**config.mk**
```make
export PLATFORM = sky130hd
export DESIGN_NAME = rc4_char_check
export DESIGN_NICKNAME = d
export VERILOG_FILES = /design/src/rtl/rc4_pkg.sv /design/src/rtl/rc4_char_check.sv
export SDC_FILE = /design/constraint.sdc
export NUM_CORES = 1
export LEC_CHECK = 0
export BUFFER_PORTS_ARGS = -buffer_cell sky130_fd_sc_hd__clkbuf_2
export CORE_AREA = 2 2 39 41
export DETAILED_ROUTE_END_ITERATION = 10
export DIE_AREA = 0 0 41 43
export RECOVER_POWER = 100
export SLEW_MARGIN = 40
export SYNTH_ARGS = -nofsm -noshare
export SYNTH_HDL_FRONTEND = slang
export SYNTH_SLANG_ARGS = --single-unit
```
**constraint.sdc**
```tcl
create_clock -name vclk -period 0.8
set_input_delay 0.08 -clock vclk [all_inputs]
set_output_delay 0.08 -clock vclk [all_outputs]
set_load 0.01 [all_outputs]
```
**src/rtl/rc4_pkg.sv**
```systemverilog
// Purpose: shared types, character constants and byte-validity rule for the RC4 decrypt path.
// Latency: n/a (package).
// Backpressure: n/a (package).
package rc4_pkg;

  localparam logic [7:0] CHAR_SPACE      = 8'h20;
  localparam logic [7:0] CHAR_LO         = 8'h61;
  localparam logic [7:0] CHAR_HI         = 8'h7A;
  localparam int         MSG_LEN_DEFAULT = 32;

  // One state per PRGA micro-step; WAIT_* states cover the 1-cycle RAM read latency.
  typedef enum logic [3:0] {
    ST_IDLE,
    ST_INC_I,
    ST_WAIT_SI,
    ST_LATCH_SI,
    ST_WAIT_SJ,
    ST_LATCH_SJ,
    ST_WR_SJ,
    ST_RD_F,
    ST_WAIT_F,
    ST_WR_DEC,
    ST_PASS,
    ST_FAIL
  } prga_state_t;

  // A plaintext byte is acceptable if it is a space or a lowercase letter.
  function automatic logic is_valid_char(input logic [7:0] c);
    return (c == CHAR_SPACE) || ((c >= CHAR_LO) && (c <= CHAR_HI));
  endfunction

endpackage

```
**src/rtl/rc4_char_check.sv**
```systemverilog
// Purpose: combinational plaintext byte check (space or a-z).
// Latency: 0 cycles, purely combinational.
// Backpressure: none.
module rc4_char_check
  import rc4_pkg::*;
(
  input  logic [7:0] char_dat,
  output logic       char_vld
);

  assign char_vld = is_valid_char(char_dat);

endmodule

```
==> flow_metrics.tcl, run 1 <==
set metrics [dict create \
    sw_frac_of_total_pct 41.2 \
    gr-total-overflow 0 \
    maxCapViolations 0 \
    fin_tns_setup_ns -0.0632 \
    post-route-util_pct 11.9 \
    drc 0 \
    detail-route-antenna-nets 0 \
    clkbuf_count 0 \
    drive_gt1_share_pct 84.2 \
    yosysSeqAreaShare_pct 0 \
    ir_worst_vdd_mv 0.0987 \
    arrival_ns 0.78 \
    power_w 0.0000667 \
    max-slew-margin-rel_pct 87.0 \
    ff_latch_area_um2 0 \
    port_buffers 9 \
    power.switching_w 0.0000275 \
    crit_required_ns 0.72 \
    drv_slew 0 \
    first_iter_violations 0 \
    power.density_mw_per_mm2 404 \
    postCtsHoldBufs 0 \
    finalHoldViolations 0 \
    finalCritPeriodShare_pct 108 \
    end_kind "primary output" \
    layout_commonest_cell "clkbuf_2" \
    status "finished, violations left" \
    via_per_inst 3.03 \
    num_vias 106 \
    fp.dieArea_mm2 0.00176 \
    period_needed_ns 0.863 \
    area_delta_synth_final_pct 187 \
    postLayoutSetupSlackWorst_ns -0.0632 \
    rows 14 \
    syn_inst 9 \
    grt_pass1_vias 107 \
    num_antenna_cells 0 \
    combinationalPowerShare_pct 100.0 \
    wl_met1_um 115 \
    grtUsageTotal_pct 3.00 \
    p_int_w 0.0000392 \
    place.gp.congestion 0.502 \
    yosys_warnings 0 \
    core_mm2 0.00138 \
    critPathMaxFanout 2 \
    grt_max_degree 4 \
    power_frac_seq_pct 0 \
    rsz0062_at_grt "yes" \
    hold_path_class "in -> out" \
    worst_pin_slew_ns 0.193 \
    power_leakage_nw 0.0746 \
    start_util_pct 4.16 \
    setup_viol 1 \
    dr_wl_met3_um 30 \
    power_frac_clock_pct 0 \
    top_layer "met3" \
    grt_pass1_wl_um 393 \
    preCtsSetupSlack_ns -0.0857 \
    drt_first_pass_iters 1 \
    seq_cells 0 \
    die_x_um 41 \
    syn_area_per_cell_um2 6.40 \
    crit_path_start_kind "primary input" \
    max_freq_ghz 1.16 \
    drt-total-wl_um 241 \
    wl_met2_um 95 \
    die_h_um 43 \
    antenna_found_initial 0 \
    crit_type "in -> out" \
    whs_path_depth 5 \
    post_synth_num_cell_types 8 \
    nNetsFinal 29 \
    violations "setup timing" \
    num_io_pins 9 \
    fin_hold_ws_ns 0.533 \
    hpwl_um 200 \
    wl_per_cell_um 6.89 \
    synth_area_um2 57.6 \
    syn_nets 17 \
]
-- cells by family after synthesis --
kind of cell / share of synthesized area, %
compound gates: 28.3
simple gates: 71.7
-- final cells by class --
class                           instances  area [um2]
Timing Repair Buffer                   10        68.8
Tap cell                               16        20.0
Multi-Input combinational cell          9        76.3
Fill cell                             151        1220
-- repair_timing --
action | in CTS | in global routing
gates resized for setup | 0 | 10
endpoints found under the setup margin | 1 | 1
pin swaps | 3 | 3
endpoints found under the hold margin | 0 | 0
cloned | 0 | 0
setup buffers | 1 | 0
-- stage by stage --
| step | instances | cell area, um2 |
|---|---|---|
| floorplan | 9 | 57.6 |
| CTS | 35 | 130 |
| global placement | 34 | 123 |
| detailed placement | 34 | 123 |
| finish | 35 | 165 |
| global route | 35 | 165 |
-- layer usage --
metal	GRT usage, %	vias to the layer above
met5	0	-
met1	4.75	42
met2	4.69	9
met3	0	0
li1	-	55
met4	0	0
-- path summary, 6_finish.rpt --
path / endpoint / from / slack, ns
worst min-delay path: char_vld / char_dat[7] / 0.53
worst max-delay path: char_vld / char_dat[1] / -0.06
-- worst max-delay path: stages --
cell and delay (ns):
buf_8 0.10, nor3_4 0.18, o22ai_2 0.09, nor3_2 0.16, buf_2 0.16
-- power by group through the flow --
stage	logic [W]	clock network, W	registers (W)
floorplan	0.0000157	0	0
global placement	0.0000418	0	0
detailed placement	0.0000433	0	0
CTS	0.0000469	0	0
global route	0.0000729	0	0
finish	0.0000667	0	0
-- Yosys cell counts (all sizes together) --
cell,count,area [um2]
nand2,1,3.75
nor2b,1,6.26
nor2,1,3.75
o22ai,1,6.26
nor3,2,20.0
a21oi,1,5.00
o21ai,1,5.00
and3,1,7.51
Note: power is estimated with default switching activity, not from simulation.
==> run 2, diff against run 1 <==
--- a/config.mk
+++ b/config.mk
@@ -6,9 +6,12 @@
 export NUM_CORES = 1
 export LEC_CHECK = 0
 export BUFFER_PORTS_ARGS = -buffer_cell sky130_fd_sc_hd__clkbuf_2
+export CELL_PAD_IN_SITES_DETAIL_PLACEMENT = 1
+export CELL_PAD_IN_SITES_GLOBAL_PLACEMENT = 1
 export CORE_AREA = 2 2 39 41
 export DETAILED_ROUTE_END_ITERATION = 10
 export DIE_AREA = 0 0 41 43
+export PLACE_DENSITY_LB_ADDON = 0.1
 export RECOVER_POWER = 100
 export SLEW_MARGIN = 40
 export SYNTH_ARGS = -nofsm -noshare
==> run 2 against run 1 <==
Effect of this change: the run still ends with setup timing left; worst hold slack worse by 0.0089 ns; final cell count decreased by 2.9%; first-iteration DRC count stayed put; via count decreased by 0.94%; worst setup slack improved by 0.0056 ns; die area is the same; power is 10% lower; wire length grew 5.0%; combinational power fell by 10%; fmax grew 0.66%; critical path depth is the same; critical path type unchanged; critical endpoint unchanged; largest cell class unchanged.
==> flow_metrics.tcl, run 2 (synthesized netlist as in run 1, its figures left out) <==
set metrics [dict create \
    grt_pass1_wl_um 372 \
    use_met2_pct 4.06 \
    critPathBufInv 2 \
    p_int_w 0.0000349 \
    finalHoldViolations 0 \
    fp.dieArea_mm2 0.00176 \
    num_vias 105 \
    cp_top_family "simple AND/OR/NAND/NOR gates" \
    cts_setup_buffers 0 \
    layout_commonest_cell "clkbuf_2" \
    num_io_pins 9 \
    die_h_um 43 \
    crit_slowest_cell "nor3_4" \
    area_delta_synth_final_pct 163 \
    dpl_cell_area_um2 123 \
    power_leakage_nw 0.0693 \
    drt_first_pass_iters 1 \
    power.switching_w 0.0000250 \
    crit_type "in -> out" \
    violations "setup timing" \
    detail-route-antenna-nets 0 \
    place.gp.congestion 0.562 \
    grtUsageTotal_pct 2.80 \
    via_per_inst 3.09 \
    rows 14 \
    grt_pass1_vias 86 \
    arrival_ns 0.78 \
    num_antenna_cells 0 \
    power_frac_clock_pct 0 \
    ff_latch_area_um2 0 \
    port_buffers 9 \
    sw_frac_of_total_pct 41.8 \
    start_util_pct 4.16 \
    power_frac_seq_pct 0 \
    finalCritPeriodShare_pct 107 \
    top_usage_layer "met1" \
    gr-total-overflow 0 \
    postLayoutSetupSlackWorst_ns -0.0576 \
    wl_per_cell_um 7.44 \
    end_kind "primary output" \
    preCtsSetupSlack_ns -0.112 \
    drv_slew 0 \
    ir_worst_vdd_mv 0.0883 \
    antenna_found_initial 0 \
    critPathMaxFanout 2 \
    drive_gt1_share_pct 72.2 \
    grt_use_met3_pct 0 \
    drt-total-wl_um 253 \
    status "finished, violations left" \
    core_mm2 0.00138 \
    die_x_um 41 \
    nNetsFinal 28 \
    path_cells "buf_8 -> nor3_4 -> o22ai_2 -> nor3_2 -> buf_2" \
    final_cell_area_um2 151 \
    first_iter_violations 0 \
    drc 0 \
    crit_path_start_kind "primary input" \
    setup_viol 1 \
    grtUsageMet1_pct 4.75 \
    grt_max_degree 4 \
    fill_cells 166 \
    combinationalPowerShare_pct 100.0 \
    power_w 0.0000600 \
    max_freq_ghz 1.17 \
    seq_cells 0 \
    fin_hold_ws_ns 0.524 \
    maxCapViolations 0 \
    period_needed_ns 0.858 \
    worst_pin_slew_ns 0.204 \
    hold_path_class "in -> out" \
    rsz0062_at_grt "yes" \
    slowest_delay_ns 0.19 \
    clkbuf_count 0 \
    power.density_mw_per_mm2 396 \
    max-slew-margin-rel_pct 86.2 \
    crit_required_ns 0.72 \
]
-- run 2: path summary, 6_finish.rpt --
check | slack (ns) | depth (start not counted) | from | end
max | -0.06 | 5 | char_dat[1] | char_vld
min | 0.52 | 5 | char_dat[7] | char_vld
-- run 2: area by class of cell --
class                           count  area, um2  share of cell area [%]
Tap cell                           16       20.0                    13.2
Multi-Input combinational cell      9       70.1                    46.3
Timing Repair Buffer                9       61.3                    40.5
-- run 2: metrics by stage --
stage / instances / utilization, % / TNS, ns
3_3_place_gp: 34 / 8.86 / -0.0742
5_1_grt: 34 / 10.9 / -0.134
6_report: 34 / 10.9 / -0.0576
4_1_cts: 34 / 8.86 / -0.101
3_5_place_dp: 34 / 8.86 / -0.112
2_1_floorplan: 9 / - / 0
-- run 2: power groups by stage --
stage	Sequential (W)	Combinational, W	Clock (W)
after floorplan	0	0.0000157	0
after global placement	0	0.0000428	0
after detailed placement	0	0.0000445	0
after CTS	0	0.0000446	0
after global routing	0	0.0000658	0
final	0	0.0000600	0
-- run 2: timing repair --
action	CTS	global route
resized for setup	0	10
setup endpoints to repair	1	1
hold buffers	0	0
pin swaps	3	3
-- run 2: metal layers --
layer,routed length (um),up-vias
met5,0,-
met4,0,0
met3,41,0
met2,92,9
met1,118,43
li1,-,53
-- run 2: tightest hold or removal path, cell delays in order --
cell and delay, ns:
clkbuf_2 0.07, nor2b_1 0.03, o21ai_0 0.08, nor3_2 0.04
buf_2 0.13
